===== src/rtl/txrx_pkg.sv =====
// rtl/txrx_pkg.sv - shared types and constants for the TX/RX link sequencer
//
// Holds the sequencer state encoding, the fixed load/capture durations, the
// completed-frame counter width and a helper that sizes the shared cycle
// counter so it can hold every preset the sequencer loads into it.
package txrx_pkg;

    typedef enum logic [3:0] {
        ST_IDLE    = 4'd0,
        ST_TX_WR   = 4'd1,
        ST_TX_RD   = 4'd2,
        ST_LOAD    = 4'd3,
        ST_SHIFT   = 4'd4,
        ST_CAPTURE = 4'd5,
        ST_RX_WR   = 4'd6,
        ST_RX_RD   = 4'd7,
        ST_DONE    = 4'd8,
        ST_GAP     = 4'd9
    } state_e;

    localparam int LOAD_CYC    = 1;
    localparam int CAP_CYC     = 1;
    localparam int FRAME_CNT_W = 16;

    // Smallest width whose range covers WIDTH+1 (so WIDTH - count fits in
    // shift_cnt without overflow) and the largest gap preset GAP-1.
    function automatic int cnt_width(input int width, input int gap);
        int need;
        int w;
        need = (width + 1 > gap) ? width + 1 : gap;
        w = 1;
        while ((1 << w) <= need) begin
            w = w + 1;
        end
        return w;
    endfunction

endpackage


===== src/rtl/txrx_cycle_counter.sv =====
// rtl/txrx_cycle_counter.sv - loadable down-counter with zero flag
//
// Ports:
//   clk, rst       clock, asynchronous active-low reset
//   load, load_val load a new count (has priority over dec)
//   dec            decrement by one; saturates at zero
//   count          current count
//   zero           count == 0
module txrx_cycle_counter #(
    parameter int W = 4
) (
    input  logic         clk,
    input  logic         rst,
    input  logic         load,
    input  logic [W-1:0] load_val,
    input  logic         dec,
    output logic [W-1:0] count,
    output logic         zero
);

    logic [W-1:0] count_q;
    logic [W-1:0] count_d;

    always_comb begin
        count_d = count_q;
        if (load) begin
            count_d = load_val;
        end else if (dec && (count_q != '0)) begin
            count_d = count_q - W'(1);
        end
    end

    always_ff @(posedge clk or negedge rst) begin
        if (!rst) begin
            count_q <= '0;
        end else begin
            count_q <= count_d;
        end
    end

    assign count = count_q;
    assign zero  = (count_q == '0);

endmodule


===== src/rtl/txrx_link_ctrl.sv =====
// rtl/txrx_link_ctrl.sv - load/shift/capture sequencer for the byte-serial TX/RX loop
//
// Ports:
//   clk, rst                 clock, asynchronous active-low reset
//   req_valid / req_ready    frame request handshake
//   abort                    synchronous cancel of the frame in flight
//   tx_wr, tx_rd             TX buffer write / read strobes
//   rx_wr, rx_rd             RX buffer write / read strobes
//   mode                     shifter mode: 1 = load/capture/hold, 0 = shift
//   shift_cnt                shift cycle index (0..WIDTH during SHIFT, else 0)
//   busy                     frame in flight or inter-frame gap running
//   done                     one-cycle pulse, RX buffer output holds the frame
//   aborted                  one-cycle pulse, frame cancelled
//   frame_cnt                completed frames, wraps
module txrx_link_ctrl
    import txrx_pkg::*;
#(
    parameter int WIDTH = 8,
    parameter int GAP   = 0,
    parameter int CW    = $clog2(WIDTH + 2)
) (
    input  logic                   clk,
    input  logic                   rst,
    input  logic                   req_valid,
    output logic                   req_ready,
    input  logic                   abort,
    output logic                   tx_wr,
    output logic                   tx_rd,
    output logic                   rx_wr,
    output logic                   rx_rd,
    output logic                   mode,
    output logic [CW-1:0]          shift_cnt,
    output logic                   busy,
    output logic                   done,
    output logic                   aborted,
    output logic [FRAME_CNT_W-1:0] frame_cnt
);

    localparam int CNT_W = cnt_width(WIDTH, GAP);

    // Presets are "cycles in state minus one": the counter reaches zero in
    // the final cycle of the state, which is when the FSM moves on.
    localparam logic [CNT_W-1:0] LOAD_PRESET  = CNT_W'(LOAD_CYC - 1);
    localparam logic [CNT_W-1:0] SHIFT_PRESET = CNT_W'(WIDTH);
    localparam logic [CNT_W-1:0] CAP_PRESET   = CNT_W'(CAP_CYC - 1);
    localparam logic [CNT_W-1:0] GAP_PRESET   = CNT_W'((GAP > 0) ? GAP - 1 : 0);

    state_e                 state_q;
    state_e                 state_d;
    logic                   aborted_q;
    logic                   aborted_d;
    logic [FRAME_CNT_W-1:0] frame_cnt_q;
    logic [FRAME_CNT_W-1:0] frame_cnt_d;

    logic                   cnt_load;
    logic [CNT_W-1:0]       cnt_load_val;
    logic                   cnt_dec;
    logic [CNT_W-1:0]       cnt_value;
    logic                   cnt_zero;

    txrx_cycle_counter #(
        .W(CNT_W)
    ) u_cycle_counter (
        .clk      (clk),
        .rst      (rst),
        .load     (cnt_load),
        .load_val (cnt_load_val),
        .dec      (cnt_dec),
        .count    (cnt_value),
        .zero     (cnt_zero)
    );

    // rst gates req_ready directly so it is low for the whole reset window,
    // not only once the state register has been cleared.
    assign req_ready = (state_q == ST_IDLE) && !abort && rst;

    always_comb begin
        state_d      = state_q;
        aborted_d    = 1'b0;
        frame_cnt_d  = frame_cnt_q;
        cnt_load     = 1'b0;
        cnt_load_val = SHIFT_PRESET;
        cnt_dec      = 1'b0;

        // DONE always lasts one cycle, so leaving it is counted here even
        // when abort arrives in that same cycle.
        if (state_q == ST_DONE) begin
            frame_cnt_d = frame_cnt_q + FRAME_CNT_W'(1);
        end

        if (abort && (state_q != ST_IDLE)) begin
            state_d   = ST_IDLE;
            aborted_d = (state_q != ST_DONE);
        end else begin
            case (state_q)
                ST_IDLE: begin
                    if (req_valid && req_ready) begin
                        state_d = ST_TX_WR;
                    end
                end
                ST_TX_WR: begin
                    state_d = ST_TX_RD;
                end
                ST_TX_RD: begin
                    state_d      = ST_LOAD;
                    cnt_load     = 1'b1;
                    cnt_load_val = LOAD_PRESET;
                end
                ST_LOAD: begin
                    if (cnt_zero) begin
                        state_d      = ST_SHIFT;
                        cnt_load     = 1'b1;
                        cnt_load_val = SHIFT_PRESET;
                    end else begin
                        cnt_dec = 1'b1;
                    end
                end
                ST_SHIFT: begin
                    // WIDTH+1 cycles: the serialiser output register adds
                    // one cycle before the last bit reaches the deserialiser.
                    if (cnt_zero) begin
                        state_d      = ST_CAPTURE;
                        cnt_load     = 1'b1;
                        cnt_load_val = CAP_PRESET;
                    end else begin
                        cnt_dec = 1'b1;
                    end
                end
                ST_CAPTURE: begin
                    if (cnt_zero) begin
                        state_d = ST_RX_WR;
                    end else begin
                        cnt_dec = 1'b1;
                    end
                end
                ST_RX_WR: begin
                    state_d = ST_RX_RD;
                end
                ST_RX_RD: begin
                    state_d = ST_DONE;
                end
                ST_DONE: begin
                    if (GAP > 0) begin
                        state_d      = ST_GAP;
                        cnt_load     = 1'b1;
                        cnt_load_val = GAP_PRESET;
                    end else begin
                        state_d = ST_IDLE;
                    end
                end
                ST_GAP: begin
                    if (cnt_zero) begin
                        state_d = ST_IDLE;
                    end else begin
                        cnt_dec = 1'b1;
                    end
                end
                default: begin
                    state_d = ST_IDLE;
                end
            endcase
        end
    end

    always_ff @(posedge clk or negedge rst) begin
        if (!rst) begin
            state_q     <= ST_IDLE;
            aborted_q   <= 1'b0;
            frame_cnt_q <= '0;
        end else begin
            state_q     <= state_d;
            aborted_q   <= aborted_d;
            frame_cnt_q <= frame_cnt_d;
        end
    end

    // Moore decode from the state register only.
    always_comb begin
        tx_wr     = (state_q == ST_TX_WR);
        tx_rd     = (state_q == ST_TX_RD);
        rx_wr     = (state_q == ST_RX_WR);
        rx_rd     = (state_q == ST_RX_RD);
        mode      = (state_q != ST_SHIFT);
        done      = (state_q == ST_DONE);
        busy      = (state_q != ST_IDLE);
        shift_cnt = '0;
        if (state_q == ST_SHIFT) begin
            shift_cnt = CW'(SHIFT_PRESET - cnt_value);
        end
    end

    assign aborted   = aborted_q;
    assign frame_cnt = frame_cnt_q;

endmodule


===== config.mk =====
export PLATFORM = sky130hd
export DESIGN_NAME = txrx_link_ctrl
export DESIGN_NICKNAME = d
export VERILOG_FILES = /design/src/rtl/txrx_pkg.sv /design/src/rtl/txrx_cycle_counter.sv /design/src/rtl/txrx_link_ctrl.sv
export SDC_FILE = /design/constraint.sdc
export NUM_CORES = 1
export LEC_CHECK = 0
export BUFFER_PORTS_ARGS = -buffer_cell sky130_fd_sc_hd__buf_2
export CAP_MARGIN = 20
export CORE_MARGIN = 2
export CORE_UTILIZATION = 44
export DETAILED_ROUTE_END_ITERATION = 6
export PLACE_DENSITY = 0.68
export REMOVE_ABC_BUFFERS = 1
export SLEW_MARGIN = 20
export SYNTH_ARGS = -nofsm -noshare
export SYNTH_HDL_FRONTEND = slang
export SYNTH_SLANG_ARGS = --single-unit

===== constraint.sdc =====
create_clock -name clk -period 3 [get_ports clk]
set_input_delay 0.15 -clock clk [delete_from_list [all_inputs] [get_ports clk]]
set_output_delay 0.15 -clock clk [all_outputs]
set_load 0.01 [all_outputs]

Yosys cells after proc, flatten, opt, wreduce, memory -nomap -nowiden

Cells that the tools add are included.

Memories kept: 0
Logic and storage cells: 57
Output and inout port bits: 29
Register bits after elaboration: 25
Latch bits: 0
Bits in writable memories: 0
Input bits: 4
Bits in read-only memories: 0

$add $sub $neg: 3
Shift-type cells: 0
Divide/modulo/power cells: 0
Multiplexer cells: 20
Bitwise logic cells: 0
Eq/ne operators: 16
Order comparisons: 0
Reduce and logical (&&, ||, !) cells: 14
Multiply operators: 0

Operators by type and width:

| kind                                                   | number |
|---|---|
| 2-to-1 mux 4 bit                                       | 11 |
| one-hot mux 4 bit (9 select lines)                     | 1 |
| adder 16 x 1 -> 16 bit (second input constant)         | 1 |
| equality test 4 x 3 -> 1 bit (second input constant)   | 4 |
| inequality test 3 bit (second input constant)          | 4 |
| equality test 4 x 2 -> 1 bit (second input constant)   | 2 |
| equality test 4 bit (second input constant)            | 2 |
| zero test 4 bit                                        | 2 |
| one-hot mux 4 bit (2 select lines)                     | 1 |
| nonzero test 4 bit                                     | 2 |
| 2-to-1 mux 1 bit                                       | 6 |
| logical AND 1 bit                                      | 5 |
| AND reduction 5 bit                                    | 1 |
| equality test 4 x 1 -> 1 bit (second input constant)   | 1 |
| inequality test 4 x 3 -> 1 bit (second input constant) | 1 |
| inequality test 4 bit (second input constant)          | 1 |
| OR reduction 4 bit                                     | 1 |
| subtractor 4 x 1 -> 4 bit (second input constant)      | 1 |
| subtractor 4 bit (first input constant)                | 1 |
| inequality test 3 x 1 -> 1 bit (second input constant) | 1 |
| one-hot mux 1 bit (2 select lines)                     | 1 |
| nonzero test 2 bit                                     | 1 |
| OR reduction 2 bit                                     | 1 |
| zero test 1 bit                                        | 1 |

Logic depth before layout (Yosys ltp)

Word-level depth: 7
Gate-level depth with buffers: 7
Gate-level depth less buffers: 6

Modules after synthesis

A second synthesis with hierarchy kept.

Cell total of the unflattened synthesis: 154
Area total of the unflattened synthesis: 1471.4 um2

By module, submodules not included:

| module             | cells an instance | sequential area each (um2) | times used | area each (um2) |
|---|---|---|---|---|
| txrx_link_ctrl     | 127               | 525.5                      | 1          | 1201.2 |
| txrx_cycle_counter | 27                | 100.1                      | 1          | 270.3 |

Least setup slack after synthesis

Ideal clock, no wire load.

Path type: flip-flop to flip-flop
Start point: register state_q[1]
End point: register u_cycle_counter.count_q[3], in the netlist u_cycle_counter.count[3]
Arrival: 1.781 ns
Required time: 2.918 ns
Slack: 1.137 ns
Clock period less this slack: 1.863 ns
Stages on the path, launching flop included: 6
Library setup time: 0.082 ns
Buffers on the path: 1
Cells stage by stage: dfrtp_1 > or4bb_1 > a311o_1 > buf_2 > or3_1 > a31oi_1

Word-level cells in the longest chain between the ends: 6
Elaborated cells on any way between the ends: 18
Classes of those cells: 5 x eq/ne; 7 x mux; 6 x reduce/logical

RTL lines:

| what                                                       | line                     | RTL |
|---|---|---|
| from (decl)                                                | txrx_link_ctrl.sv:48     | `state_e state_q;` |
| from (signal assigned)                                     | txrx_link_ctrl.sv:171    | `state_q <= state_d;` |
| equality test 4 x 3 -> 1 bit, or another cell as far along | txrx_link_ctrl.sv:95     | `case (state_q)` |
| OR reduction 4 bit (no line)                               | --                       |  |
| 2-to-1 mux 1 bit                                           | --                       |  |
| 2-to-1 mux 1 bit                                           | txrx_link_ctrl.sv:91     | `if (abort && (state_q != ST_IDLE)) begin` |
| logical AND 1 bit                                          | txrx_cycle_counter.sv:28 | `end else if (dec && (count_q != '0)) begin` |
| nonzero test 2 bit (no line)                               | --                       |  |
| to (signal assigned)                                       | txrx_cycle_counter.sv:37 | `count_q <= count_d;` |
| to (decl)                                                  | txrx_cycle_counter.sv:21 | `logic [W-1:0] count_q;` |

Several ways; a longest one is shown, not always the timed one.
A chain may end at the register's enable or synchronous reset.

Final worst setup path

Ends and elaborated chain as after synthesis.

==> results.tsv <==
metric	value	unit
Crit Path Class	flop to flop	
row cnt	20	
Seq. cell area	626	µm²
Filler Cells Inserted	280	
Die Y	59.1	µm
Top Layer Used	met4	
Post-DP HPWL	1.94	mm
Final Hold Viols	0	
Syn-to-layout area delta	15.7	%
die area	3500	µm²
Routed WL	2.68	mm
antenna violations before repair	0	
async set-reset flop share out of synthesis	100	%
Hold Crit Class	input pin to flop	
nets	172	
startpoint types	flop	
wire length on met3	109	µm
Mapped Area	1340	µm²
Critical Path Fanout Max	15	
diode count	0	
Worst Clk Skew	0.00191	ns
Clock Latency Late Sink	0.30	ns
vias in the first global route	1054	
YS warnings	0	
CTS tree	done	
Vias	1108	
number of library cell types mapped by synthesis	37	
synthesized area per cell	9.91	µm²
GRT overflow	0	
Placer Congestion	0.849	
Core Region	2980	µm²
period utilisation layout	70.5	%
synth top area cells	dfrtp_1 47%, xnor2_1 9.2%, nand2_1 2.8%	
leakage power	0.764	nW
Max Cap Viol	0	
met2 wire length	1.30	mm
Critical Path Sink Type	flop	
port buffer count	32	
iteration count of the initial detailed-routing pass	5	
Peak Freq	473	MHz
ratio of cells with drive above 1 in the final layout	25.5	%
first-pass GRT wire length	4.72	mm
largest net degree at the start of global routing	28	
DR vias/cell	5.60	
leading area contributor after synthesis	dfrtp_1	
Die W	59.1	µm
R2R depth	4	
CTS Buffer Depth	2	
Tmin final	2.12	ns
Mapped Cells	135	
Ports	33	
drt initial violations	46	
Starting Density	44.9	%
sequential share of the synthesized area	46.8	%
outcome	completed	
routed len/inst	13.5	µm
RSZ-0062 raised after global routing	false	
M1 WL	1.25	mm
clock root cell	clkbuf_4	
Final TNS setup	0	ns
Slew HR	58.8	%
Final ANT Viol Nets	0	
CTS Sinks	25	
Tot GR Track Use	17.4	%
PwrDens	490	nW/µm²
top cell type's share of synthesized area	46.8	%
Final setup viols	0	
Post-synth top flop	dfrtp_1	
clock buffer count from CTS	3	
Worst Hold Slack	0.0638	ns
crit path DAT	2.35	ns
Clock Pin Slew Worst Setup and Hold Paths	0.13	ns
CTS HTree Levels	1	
Resized cells post-CTS	0	
Multi-input gate area	654	µm²
Slew Limit Fails	0	
Critical Path RT	3.24	ns
worst-margin pin slew	0.616	ns
Post-route DRC	0	
synthesis-stage register bit count	25	
Post-synth EDFFs	0	
maximum VDD drop	0.365	mV
hold path depth	2	
logic make-up (layout without fill, tap and decap cells):
| kind of cell | count (synthesis) | after routing | share of synthesized area [%] |
|---|---|---|---|
| DFF | 25 | 25 | 46.8 |
| and+or+nand+nor | 58 | 58 | 25.7 |
| adders and majority gates | 2 | 2 | 1.87 |
| muxes | 2 | 2 | 1.68 |
| buffers and inverters | 14 | 44 | 4.30 |
| xor gates and xnor gates | 18 | 18 | 11.8 |
| AOI/OAI and AO/OA | 16 | 16 | 7.86 |
where the power goes:
group	internal, mW	switching, mW
clock network	0.0518	0.0943
logic	0.0924	0.117
registers	0.364	0.0386
total	0.508	0.250
timing repair:
action                                 CTS  global route
hold buffers                             1             0
buffers inserted                         0             0
endpoints found under the hold margin   25             0
sequential cells by signal, indices dropped and copies added, names as in the netlist:
signal                 count
aborted                    1
frame_cnt                 16
state_q                    4
u_cycle_counter.count      4
placed cells by master, fill, tap and decap left out, drive strengths merged, types with 2 or more instances in the layout:
cell	instances
a21oi	6
and2	4
and3	4
and4	2
buf	33
clkbuf	4
dfrtp	25
ha	2
inv	6
mux2	2
nand2	10
nand3	3
nand4	6
nor2	9
nor3	4
nor3b	2
nor4b	3
o2111ai	2
o21ai	2
or2	2
or3	2
or3b	2
or4bb	2
xnor2	14
xor2	4
synth_stat cells (2+ instances only):
master,n
and2_1,4
nor3b_1,2
nor2_1,9
dfrtp_1,25
a21oi_1,6
inv_1,6
o2111ai_1,2
nor4b_1,2
xor2_1,4
ha_1,2
or4bb_1,2
nand4_1,6
buf_2,3
mux2_2,2
nand2_1,10
o21ai_0,2
or3_1,2
nor3_1,4
nand3_1,3
and3_1,4
xnor2_1,14
or2_2,2
clkbuf_1,4
and4_1,2
path summary, 6_finish.rpt:
check	from	to	slack (ns)
hold reg to reg	frame_cnt[15]	frame_cnt[15]	0.48
hold / removal	abort	state_q[3]	0.06
setup reg to reg	state_q[1]	u_cycle_counter.count[3]	0.88
max in group asynchronous	rst	frame_cnt[6]	2.26
min in group asynchronous	rst	frame_cnt[3]	0.36
setup / recovery	state_q[1]	u_cycle_counter.count[3]	0.88
per-layer routing:
layer	up-vias	global-route usage (%)
met5	-	0
met4	0	7.79
met3	2	2.84
met2	34	28.6
met1	536	22.5
li1	536	-
worst max-delay path, cell delays in order (launching register included):
cell	delay [ns]
dfrtp_1	0.55
or4bb_1	0.55
a311o_1	0.43
or3_1	0.34
a31oi_1	0.17
metrics by stage:
| stage | util, % | instances | cell area [µm²] | worst slack (ns) | power [mW] |
|---|---|---|---|---|---|
| finish | 52.0 | 198 | 1550 | 0.885 | 0.759 |
| global route | 52.0 | 198 | 1550 | 0.780 | 0.818 |
| CTS | 52.0 | 198 | 1550 | 0.873 | 0.770 |
| detailed placement | 50.8 | 193 | 1510 | 0.908 | 0.615 |
| global placement | 50.8 | 193 | 1510 | 0.991 | 0.611 |
| floorplan | - | 127 | 1300 | 1.07 | 0.544 |
area by class of cell:
| type | count | area share, % |
|---|---|---|
| Tap cell | 33 | 2.67 |
| Timing Repair Buffer | 34 | 11.5 |
| Inverter | 6 | 1.46 |
| Sequential cell | 25 | 40.4 |
| Multi-Input combinational cell | 96 | 42.3 |
| Clock buffer | 4 | 1.70 |
(Power assumes the default switching activity.)
